$ cat src/rtl/vending_pkg.sv
`default_nettype none
// +----------------------------------------------------------------------+
// | vending_pkg                                                          |
// | 7-segment codes, converter state type and BCD sizing helper.        |
// | Rev 1.0                                                              |
// +----------------------------------------------------------------------+
package vending_pkg;

  typedef enum logic [1:0] {
    S_IDLE  = 2'd0,
    S_LOAD  = 2'd1,
    S_SHIFT = 2'd2,
    S_DONE  = 2'd3
  } conv_state_t;

  // Segment order {A,B,C,D,E,F,G}, bit 6 = A
  localparam logic [6:0] c_seg_0     = 7'b1111110;
  localparam logic [6:0] c_seg_1     = 7'b0110000;
  localparam logic [6:0] c_seg_2     = 7'b1101101;
  localparam logic [6:0] c_seg_3     = 7'b1111001;
  localparam logic [6:0] c_seg_4     = 7'b0110011;
  localparam logic [6:0] c_seg_5     = 7'b1011011;
  localparam logic [6:0] c_seg_6     = 7'b1011111;
  localparam logic [6:0] c_seg_7     = 7'b1110000;
  localparam logic [6:0] c_seg_8     = 7'b1111111;
  localparam logic [6:0] c_seg_9     = 7'b1111011;
  localparam logic [6:0] c_seg_dash  = 7'b0000001;
  localparam logic [6:0] c_seg_blank = 7'b0000000;

  function automatic logic [6:0] seg_decode(input logic [3:0] digit);
    case (digit)
      4'd0:    return c_seg_0;
      4'd1:    return c_seg_1;
      4'd2:    return c_seg_2;
      4'd3:    return c_seg_3;
      4'd4:    return c_seg_4;
      4'd5:    return c_seg_5;
      4'd6:    return c_seg_6;
      4'd7:    return c_seg_7;
      4'd8:    return c_seg_8;
      4'd9:    return c_seg_9;
      default: return c_seg_blank;
    endcase
  endfunction

  // ceil(width * log10(2)) using a fixed-point approximation of log10(2)
  function automatic int bcd_digits(input int width);
    return (width * 30103 + 99999) / 100000;
  endfunction

endpackage
`default_nettype wire

$ cat src/rtl/key_debounce.sv
`default_nettype none
// +----------------------------------------------------------------------+
// | key_debounce                                                         |
// | One key channel: tick-sampled integrator with rising-edge strobe.   |
// | Rev 1.0                                                              |
// +----------------------------------------------------------------------+
module key_debounce
  import vending_pkg::*;
#(
  parameter int DEBOUNCE_TICKS = 3
) (
  input  logic FPGA_CLK,
  input  logic FPGA_RSTB,
  input  logic i_tick,
  input  logic i_sample,
  output logic o_level,
  output logic o_pulse
);

  logic [3:0] r_cnt;
  logic       r_level;
  logic       r_pulse;

  always_ff @(posedge FPGA_CLK or negedge FPGA_RSTB) begin
    if (!FPGA_RSTB) begin
      r_cnt   <= '0;
      r_level <= 1'b0;
      r_pulse <= 1'b0;
    end else begin
      r_pulse <= 1'b0;
      if (i_tick) begin
        if (i_sample != r_level) begin
          if (r_cnt == 4'(DEBOUNCE_TICKS - 1)) begin
            r_cnt   <= '0;
            r_level <= ~r_level;
            // Strobe only when the level is about to become 1
            r_pulse <= ~r_level;
          end else begin
            r_cnt <= r_cnt + 1'b1;
          end
        end else begin
          r_cnt <= '0;
        end
      end
    end
  end

  assign o_level = r_level;
  assign o_pulse = r_pulse;

endmodule
`default_nettype wire

$ cat src/rtl/vending_panel.sv
`default_nettype none
// +----------------------------------------------------------------------+
// | vending_panel                                                        |
// | Debounced key inputs plus scanned decimal 7-segment display.        |
// | Define VENDING_PANEL_ZBLANK_EN to blank leading zero digits.        |
// | Rev 1.0                                                              |
// +----------------------------------------------------------------------+
module vending_panel
  import vending_pkg::*;
#(
  parameter int TICK_DIV       = 500000,
  parameter int N_KEYS         = 5,
  parameter int DEBOUNCE_TICKS = 3,
  parameter int N_DIGITS       = 6,
  parameter int VAL_W          = 16,
  parameter int SCAN_DIV       = 50000
) (
  input  logic                FPGA_CLK,
  input  logic                FPGA_RSTB,
  input  logic [N_KEYS-1:0]   DIP_SW,
  input  logic [VAL_W-1:0]    VALUE,
  output logic [N_KEYS-1:0]   KEY_LEVEL,
  output logic [N_KEYS-1:0]   KEY_PULSE,
  output logic [N_DIGITS-1:0] DIGIT,
  output logic [6:0]          SEG,
  output logic                SEG_DP,
  output logic                OVERFLOW
);

  localparam int NB     = bcd_digits(VAL_W);
  localparam int NBD    = (NB > N_DIGITS) ? NB : N_DIGITS;
  localparam int BCD_W  = 4 * NBD;
  localparam int TICK_W = $clog2(TICK_DIV);
  localparam int SCAN_W = $clog2(SCAN_DIV);
  localparam int IDX_W  = (N_DIGITS > 1) ? $clog2(N_DIGITS) : 1;
  localparam int SH_W   = $clog2(VAL_W);

  // Key path: the idle-high switch level is the reset value so release is quiet
  logic [N_KEYS-1:0] r_sync1, r_sync2;
  logic [TICK_W-1:0] r_tick_cnt;
  logic              w_tick;

  assign w_tick = (r_tick_cnt == TICK_W'(TICK_DIV - 1));

  always_ff @(posedge FPGA_CLK or negedge FPGA_RSTB) begin
    if (!FPGA_RSTB) begin
      r_sync1    <= '1;
      r_sync2    <= '1;
      r_tick_cnt <= '0;
    end else begin
      r_sync1    <= DIP_SW;
      r_sync2    <= r_sync1;
      r_tick_cnt <= w_tick ? '0 : r_tick_cnt + 1'b1;
    end
  end

  for (genvar k = 0; k < N_KEYS; k++) begin : g_key
    key_debounce #(.DEBOUNCE_TICKS(DEBOUNCE_TICKS)) u_key (
      .FPGA_CLK  (FPGA_CLK),
      .FPGA_RSTB (FPGA_RSTB),
      .i_tick    (w_tick),
      .i_sample  (~r_sync2[k]),
      .o_level   (KEY_LEVEL[k]),
      .o_pulse   (KEY_PULSE[k])
    );
  end

  // Double-dabble converter
  conv_state_t       r_state;
  logic [VAL_W-1:0]  r_bin;
  logic [4*NB-1:0]   r_work, w_adj;
  logic [SH_W-1:0]   r_sh_cnt;
  logic [BCD_W-1:0]  r_bcd;
  logic              r_overflow, w_overflow;

  always_comb begin
    w_adj = r_work;
    for (int d = 0; d < NB; d++)
      if (r_work[4*d +: 4] >= 4'd5) w_adj[4*d +: 4] = r_work[4*d +: 4] + 4'd3;
  end

  always_comb begin
    w_overflow = 1'b0;
    for (int d = N_DIGITS; d < NB; d++)
      if (r_work[4*d +: 4] != 4'd0) w_overflow = 1'b1;
  end

  always_ff @(posedge FPGA_CLK or negedge FPGA_RSTB) begin
    if (!FPGA_RSTB) begin
      r_state    <= S_IDLE;
      r_bin      <= '0;
      r_work     <= '0;
      r_sh_cnt   <= '0;
      r_bcd      <= '0;
      r_overflow <= 1'b0;
    end else begin
      case (r_state)
        S_IDLE: r_state <= S_LOAD;
        S_LOAD: begin
          r_bin    <= VALUE;
          r_work   <= '0;
          r_sh_cnt <= '0;
          r_state  <= S_SHIFT;
        end
        S_SHIFT: begin
          r_work   <= {w_adj[4*NB-2:0], r_bin[VAL_W-1]};
          r_bin    <= r_bin << 1;
          r_sh_cnt <= r_sh_cnt + 1'b1;
          if (r_sh_cnt == SH_W'(VAL_W - 1)) r_state <= S_DONE;
        end
        S_DONE: begin
          r_bcd      <= BCD_W'(r_work);
          r_overflow <= w_overflow;
          r_state    <= S_LOAD;
        end
        default: r_state <= S_IDLE;
      endcase
    end
  end

  // Display scan
  logic [SCAN_W-1:0]   r_scan_cnt;
  logic [IDX_W-1:0]    r_idx, w_idx_next;
  logic                w_adv;
  logic [N_DIGITS-1:0] r_digit;
  logic [6:0]          r_seg, w_seg_next;
  logic [3:0]          w_dig [N_DIGITS];
  logic [N_DIGITS-1:0] w_blank;

  assign w_adv = (r_scan_cnt == SCAN_W'(SCAN_DIV - 1));

  always_comb begin
    w_idx_next = r_idx;
    if (w_adv) w_idx_next = (r_idx == IDX_W'(N_DIGITS - 1)) ? '0 : r_idx + 1'b1;
  end

  always_comb begin
    for (int p = 0; p < N_DIGITS; p++) w_dig[p] = r_bcd[4*p +: 4];
  end

`ifdef VENDING_PANEL_ZBLANK_EN
  logic w_zero_run;
  always_comb begin
    w_blank    = '0;
    w_zero_run = 1'b1;
    for (int p = N_DIGITS - 1; p >= 1; p--) begin
      w_zero_run = w_zero_run && (w_dig[p] == 4'd0);
      w_blank[p] = w_zero_run;
    end
  end
`else
  assign w_blank = '0;
`endif

  always_comb begin
    if (r_overflow)                w_seg_next = c_seg_dash;
    else if (w_blank[w_idx_next])  w_seg_next = c_seg_blank;
    else                           w_seg_next = seg_decode(w_dig[w_idx_next]);
  end

  always_ff @(posedge FPGA_CLK or negedge FPGA_RSTB) begin
    if (!FPGA_RSTB) begin
      r_scan_cnt <= '0;
      r_idx      <= '0;
      r_digit    <= ~N_DIGITS'(1);
      r_seg      <= c_seg_0;
    end else begin
      r_scan_cnt <= w_adv ? '0 : r_scan_cnt + 1'b1;
      r_idx      <= w_idx_next;
      r_digit    <= ~(N_DIGITS'(1) << w_idx_next);
      r_seg      <= w_seg_next;
    end
  end

  assign DIGIT    = r_digit;
  assign SEG      = r_seg;
  assign SEG_DP   = 1'b0;
  assign OVERFLOW = r_overflow;

endmodule
`default_nettype wire

$ cat config.mk
export PLATFORM = sky130hd
export DESIGN_NAME = vending_panel
export DESIGN_NICKNAME = d
export VERILOG_FILES = /design/src/rtl/vending_pkg.sv /design/src/rtl/key_debounce.sv /design/src/rtl/vending_panel.sv
export SDC_FILE = /design/constraint.sdc
export NUM_CORES = 1
export LEC_CHECK = 0
export ABC_AREA = 1
export CAP_MARGIN = 20
export CORE_MARGIN = 2
export CORE_UTILIZATION = 35
export DETAILED_ROUTE_END_ITERATION = 12
export GPL_TIMING_DRIVEN = 0
export PLACE_DENSITY_LB_ADDON = 0.25
export SYNTH_ARGS = -nofsm -noshare
export SYNTH_HDL_FRONTEND = slang
export SYNTH_SLANG_ARGS = --single-unit
$ cat constraint.sdc
create_clock -name FPGA_CLK -period 5.1 [get_ports FPGA_CLK]
set_input_delay 0.51 -clock FPGA_CLK [delete_from_list [all_inputs] [get_ports FPGA_CLK]]
set_output_delay 0.51 -clock FPGA_CLK [all_outputs]
set_load 0.02 [all_outputs]
==> flow_metrics.env, run 1 <==
export IMPL_htreeDepth=4
export IMPL_syn_inst=881
export IMPL_initial_core_util_pct=35.8
export IMPL_grt_overflow_total=0
export IMPL_wl_per_cell_um=11.8
export IMPL_fillCellCount=2114
export IMPL_setup_tns_ns=0
export IMPL_fp_dieH_um=151
export IMPL_worst_slew_pin_slew_ns=0.621
export IMPL_antennaDiodeCount=0
export IMPL_syn_area_per_cell_um2=8.60
export IMPL_startpoint_type="flip-flop"
export IMPL_drv_slew=0
export IMPL_drv_cap=0
export IMPL_hpwl_um=10200
export IMPL_critPathCaptureType="flip-flop"
export IMPL_wl_met2_um=6530
export IMPL_synth_cell_type_count=46
export IMPL_first_global_vias=5566
export IMPL_drive_gt1_share_pct=10.9
export IMPL_clock_sinks=153
export IMPL_netlist_area_mm2=0.00758
export IMPL_multi_input_area_mm2=0.00308
export IMPL_path_max_fanout=10
export IMPL_ys_flop_type="dfrtp_1"
export IMPL_leakage_uw=0.00431
export IMPL_hold_violations=0
export IMPL_cts_root_buffer="clkbuf_16"
export IMPL_cts_tree="yes"
export IMPL_ir_drop_mv=0.229
export IMPL_wl_met3_um=499
export IMPL_dp_cells=1203
export IMPL_max_slew_margin_rel_pct=58.4
export IMPL_drt_iter0_markers=253
export IMPL_drt_met1_wl_um=7390
export IMPL_period_needed_ns=2.49
export IMPL_fmax_ghz=0.402
export IMPL_critPathArrivalTime_ns=2.84
export IMPL_ant_nets=0
export IMPL_status="complete, no violations"
export IMPL_io_pins=48
export IMPL_seq_area_mm2=0.00385
export IMPL_grt_antenna_before_repair=0
export IMPL_drc_errors=0
export IMPL_async_reset_ff_share_pct=100
export IMPL_ys_seq_elements=153
export IMPL_synth_most_common_cell="nand2_1"
export IMPL_synth_top_cell_area_share_pct=43.6
export IMPL_instances_no_fill=1236
export IMPL_ys_warn_count=0
export IMPL_grt_pass1_wl_um=25800
export IMPL_portBuffers=45
export IMPL_clockBufferDepth=2
export IMPL_grt_use_total_pct=14.1
export IMPL_die_area_mm2=0.0228
export IMPL_worstSetupPathType="reg2reg"
export IMPL_syn_to_final_growth_pct=18.8
export IMPL_rsz0062_at_grt="false"
export IMPL_cts_made_buffers=17
export IMPL_dr_pass1_iters=5
export IMPL_viasPerCell=4.63
export IMPL_synth_commonest_cells="172 x nand2_1, 132 x dfrtp_1, 118 x inv_1"
export IMPL_fin_nets=1003
export IMPL_std_cell_rows=53
export IMPL_postCtsSetupRepairBufs=0
export IMPL_hp_class="reg2reg"
export IMPL_core_area_mm2=0.0212
export IMPL_gp_congestion=0.775
export IMPL_fin_worst_skew_ns=0.00549
export IMPL_clk_latency_ns=0.42
export IMPL_grt_max_degree=121
export IMPL_powerDensity_mw_per_mm2=372
export IMPL_synth_edff_count=0
export IMPL_vias=5718
export IMPL_dieWidth_um=151
export IMPL_setup_viol=0
export IMPL_synth_area_leaders="dfrtp_1 44%, nand2_1 8.5%, dfstp_2 7.3%"
export IMPL_clkSlewWorstSetupHoldPaths_ns=0.06
export IMPL_yosysSeqAreaShare_pct=50.9
export IMPL_drt_total_wl_um=14600
export IMPL_top_layer="met4"
export IMPL_synth_top_area_cell="dfrtp_1"
export IMPL_cp_required_ns=5.45
export IMPL_fin_crit_sh_pct=48.8
## metrics by stage
step	util [%]	worst slack, ns	hold WS (ns)	cell area (um^2)	power [uW]
2_1_floorplan	-	2.92	0.214	7580	1900
3_3_place_gp	39.6	-2.98	0.346	8380	2100
3_5_place_dp	39.8	2.63	0.349	8410	2110
4_1_cts	42.6	2.60	0.357	9010	3400
5_1_grt	42.6	2.36	0.360	9010	3560
6_report	42.6	2.61	0.356	9010	3350
## flip-flops by register name, summed over array words and instances (netlist names), 6 cells and up
name / flops
SEG: 7
g_key.u_key.r_cnt: 20
r_bin: 16
r_scan_cnt: 16
r_tick_cnt: 19
r_work: 20
DIGIT: 6
r_bcd: 20
## timing repair
action | in CTS | in global routing
setup endpoints to repair | 0 | 0
endpoints found under the hold margin | 25 | 0
hold buffers | 1 | 0
gates resized for setup | 0 | 0
## final timing paths
| check | start | end | slack (ns) | depth (start not counted) |
|---|---|---|---|---|
| setup / recovery | r_scan_cnt[0] | SEG[5] | 2.61 | 14 |
| hold / removal | r_sync1[1] | r_sync2[1] | 0.36 | 0 |
| setup reg to reg | r_scan_cnt[0] | SEG[5] | 2.61 | 14 |
| hold reg to reg | r_sync1[1] | r_sync2[1] | 0.36 | 0 |
| max in group asynchronous | FPGA_RSTB | DIGIT[2] | 3.70 | 3 |
| min in group asynchronous | FPGA_RSTB | r_bin[9] | 0.54 | 2 |
## report_power, final
part | internal (uW) | switching [uW]
clock | 765 | 503
sequential | 1380 | 74.9
combinational | 251 | 382
total | 2390 | 960
## per-layer routing
layer / track usage [%] / vias to the layer above
met4: 4.25 / 0
met2: 22.1 / 80
met1: 19.3 / 2673
met3: 3.77 / 13
li1: - / 2952
met5: 0 / -
## logic make-up (layout without fill, tap and decap cells)
group / after synthesis / after routing / synth area share (%)
buffers and inverters: 154 / 233 / 8.49
XOR/XNOR: 22 / 22 / 2.54
AO/OA/AOI/OAI: 124 / 124 / 9.39
flip-flops: 153 / 153 / 50.9
other: 1 / 2 / 0.0495
adder cells (fa/ha/maj): 32 / 32 / 5.28
AND/OR/NAND/NOR: 395 / 395 / 23.4
## placed cells by master, fill, tap and decap left out, types with 3 or more instances in the layout
cell type / count
nand2_1: 172
dfrtp_1: 132
inv_1: 118
nor2_1: 96
nand3_1: 65
a21oi_1: 53
clkdlybuf4s50_1: 44
o21ai_0: 40
ha_1: 32
dfstp_2: 21
clkbuf_16: 17
nor3_1: 16
clkbuf_1: 14
nand4_1: 13
xor2_1: 13
buf_4: 12
xnor2_1: 9
nand2_2: 9
o22ai_1: 9
inv_2: 6
nor2_4: 5
clkinv_2: 5
nand3_2: 4
nor4_1: 4
o21a_1: 4
o32ai_1: 4
clkinvlp_4: 4
o211ai_1: 3
nand2_4: 3
nor2_2: 3
bufinv_16: 3
## cell type report
cell class / count / share of cell area [%]
Multi-Input combinational cell: 575 / 34.2
Clock buffer: 19 / 4.81
Buffer: 29 / 1.90
Timing Repair Buffer: 47 / 5.47
Tap cell: 275 / 3.82
Clock inverter: 13 / 1.71
Inverter: 125 / 5.24
Sequential cell: 153 / 42.8
## critical path, stage by stage (launching register included)
cell and delay (ns):
dfrtp_1 0.37, ha_1 0.22, nand3_2 0.18, nor2_2 0.21, nand3_4 0.15, nand2_4 0.12
buf_6 0.14, nand2_1 0.06, nand3_1 0.07, nand3_1 0.12, nand2_2 0.18, inv_1 0.08
ha_1 0.28, o21ai_1 0.17, nand2_1 0.08
Note: power is estimated with default switching activity, not from simulation.
==> run 2, diff against run 1 <==
Clock period 5.1 ns to 2.2 ns, I/O delays scaled along.
==> run 2 against run 1 <==
The flow now finishes with violations (setup timing). Power grew 140%. Clock power grew 130%. Count of clock-buffer cells in the layout unchanged.
==> flow_metrics.env, run 2 (synthesis gave the netlist of run 1 again) <==
export IMPL_drt_met1_wl_um=7620
export IMPL_hold_violations=0
export IMPL_critPathCaptureType="flip-flop"
export IMPL_r2r_start="r_scan_cnt[0]"
export IMPL_drc_errors=0
export IMPL_syn_to_final_growth_pct=25.9
export IMPL_drt_total_wl_um=15300
export IMPL_ant_nets=0
export IMPL_fillCellCount=2042
export IMPL_clk_latency_ns=0.42
export IMPL_max_stage_delay_ns=0.40
export IMPL_clkSlewWorstSetupHoldPaths_ns=0.06
export IMPL_cts_root_buffer="clkbuf_16"
export IMPL_io_pins=48
export IMPL_status="finished, violations left"
export IMPL_hold_start="DIP_SW[1]"
export IMPL_cts_made_buffers=17
export IMPL_startpoint_type="flip-flop"
export IMPL_fin_nets=1036
export IMPL_path_max_fanout=7
export IMPL_std_cell_rows=53
export IMPL_rr_endpoint="SEG[3]"
export IMPL_seq_area_mm2=0.00385
export IMPL_vias=5911
export IMPL_final_common_cell="nand2_1"
export IMPL_rsz0062_at_grt="true"
export IMPL_ir_drop_mv=0.536
export IMPL_powerDensity_mw_per_mm2=837
export IMPL_setup_ws_ns=-0.0186
export IMPL_grt_max_degree=121
export IMPL_grt_antenna_before_repair=0
export IMPL_top_regs="g_key.u_key.r_cnt: 20 flops, r_bcd: 20 flops, r_work: 20 flops"
export IMPL_clockBufferDepth=2
export IMPL_portBuffers=45
export IMPL_drive_gt1_share_pct=18.4
export IMPL_drv_cap=0
export IMPL_wl_per_cell_um=12.0
export IMPL_worstSetupPathType="reg2reg"
export IMPL_hpwl_um=10200
export IMPL_dp_slack_ns=-0.271
export IMPL_grt_use_total_pct=14.3
export IMPL_cp_common_cell="nand2_1"
export IMPL_viasPerCell=4.66
export IMPL_clock_sinks=153
export IMPL_violations="setup timing"
export IMPL_min_path_cells=1
export IMPL_fp_dieH_um=151
export IMPL_r2r_slack_ns=-0.02
export IMPL_die_area_mm2=0.0228
export IMPL_period_needed_ns=2.22
export IMPL_htreeDepth=4
export IMPL_multi_input_area_mm2=0.00332
export IMPL_hp_class="in2reg"
export IMPL_holdPathEnd="r_sync1[1]"
export IMPL_grt_pass1_wl_um=26100
export IMPL_fin_crit_sh_pct=101
export IMPL_top_layer="met4"
export IMPL_p_total_uw=7990
export IMPL_core_area_mm2=0.0212
export IMPL_grt_overflow_total=0
export IMPL_dieWidth_um=151
export IMPL_first_global_vias=5649
export IMPL_initial_core_util_pct=35.8
export IMPL_wl_met3_um=453
export IMPL_cp_required_ns=2.57
export IMPL_cts_tree="yes"
export IMPL_fmax_ghz=0.451
export IMPL_critPathArrivalTime_ns=2.59
export IMPL_drv_slew=0
export IMPL_dr_pass1_iters=4
export IMPL_crit_path_cell_trace="ha_4, nand3_4, nor2_4, nand2_2, nand2_4, nand2_4, buf_8, nand2_1, nand3_1, nand3_2, nand2_4, buf_4, ha_4, nand2_1, nand2_1, nand2_1, nand2_1"
export IMPL_max_slew_margin_rel_pct=59.6
export IMPL_setup_viol=1
export IMPL_crit_path_top_delay_cell="dfrtp_1"
export IMPL_r2r_cells=17
export IMPL_final_cell_mix="159 x nand2_1, 132 x dfrtp_1, 115 x inv_1"
export IMPL_drt_iter0_markers=276
export IMPL_worst_slew_pin_slew_ns=0.606
export IMPL_leakage_uw=0.00457
export IMPL_fin_worst_skew_ns=0.00657
export IMPL_gp_congestion=0.775
export IMPL_wl_met2_um=7020
export IMPL_antennaDiodeCount=0
run 2: changes by cell type in the layout (fill, tap and decap cells not counted), moves of 6 or more:
cell	previous run	this run
buf_4	12	39
nand2_1	172	159
nor2_1	96	86
nand2_4	3	11
nand3_1	65	58
nand3_2	4	10
nor2_4	5	11
run 2: worst max-delay path by stage:
stage                        from        endpoint  slack (ns)  cells after the start
global route        r_scan_cnt[7]          SEG[3]       -0.15                     18
detailed placement  r_scan_cnt[0]          SEG[5]       -0.27                     14
finish              r_scan_cnt[0]          SEG[3]       -0.02                     17
global placement        FPGA_RSTB  r_scan_cnt[10]       -5.59                      1
CTS                    r_state[0]        r_bin[6]       0.002                      7
floorplan           r_scan_cnt[0]          SEG[3]        0.02                     16
run 2: cell type report:
type	count	area share, %
Sequential cell	153	40.4
Multi-Input combinational cell	575	34.8
Timing Repair Buffer	80	8.09
Inverter	125	4.99
Clock buffer	19	4.54
Tap cell	275	3.61
Buffer	29	1.95
Clock inverter	13	1.61
run 2: worst max-delay path: cells and delay by family, from the launching register on:
family / cells / cell delay [ns]
adder cells (fa/ha/maj): 2 / 0.43
buffers and inverters: 2 / 0.28
flip-flops: 1 / 0.40
AND/OR/NAND/NOR: 13 / 1.05
run 2: routing by layer:
layer	vias up	track usage, %
met5	-	0
met4	0	4.16
met3	14	3.77
met2	65	22.6
met1	2814	19.4
li1	3018	-
run 2: repair_timing:
item / CTS / global route
pin swaps: 11 / 27
setup buffers: 15 / 19
endpoints found under the hold margin: 33 / 0
endpoints found under the setup margin: 31 / 59
hold buffers: 1 / 0
resized for setup: 12 / 65
gates cloned: 0 / 0
run 2: metrics by stage:
| stage | hold WS, ns | instances | TNS, ns | utilization (%) | cell area, um^2 |
|---|---|---|---|---|---|
| global placement | 0.346 | 1202 | -812.99 | 39.6 | 8380 |
| finish | 0.200 | 1269 | -0.0186 | 45.1 | 9540 |
| floorplan | -0.0756 | 882 | 0 | - | 7580 |
| detailed placement | 0.114 | 1203 | -3.45 | 39.8 | 8410 |
| CTS | 0.180 | 1251 | 0 | 43.3 | 9170 |
| global route | 0.179 | 1269 | -0.539 | 45.1 | 9540 |
run 2: report_power, final:
part	switching (uW)	internal (uW)	leakage, uW
logic	971	713	0.00235
clock network	1170	1770	0.000279
registers	176	3190	0.00195
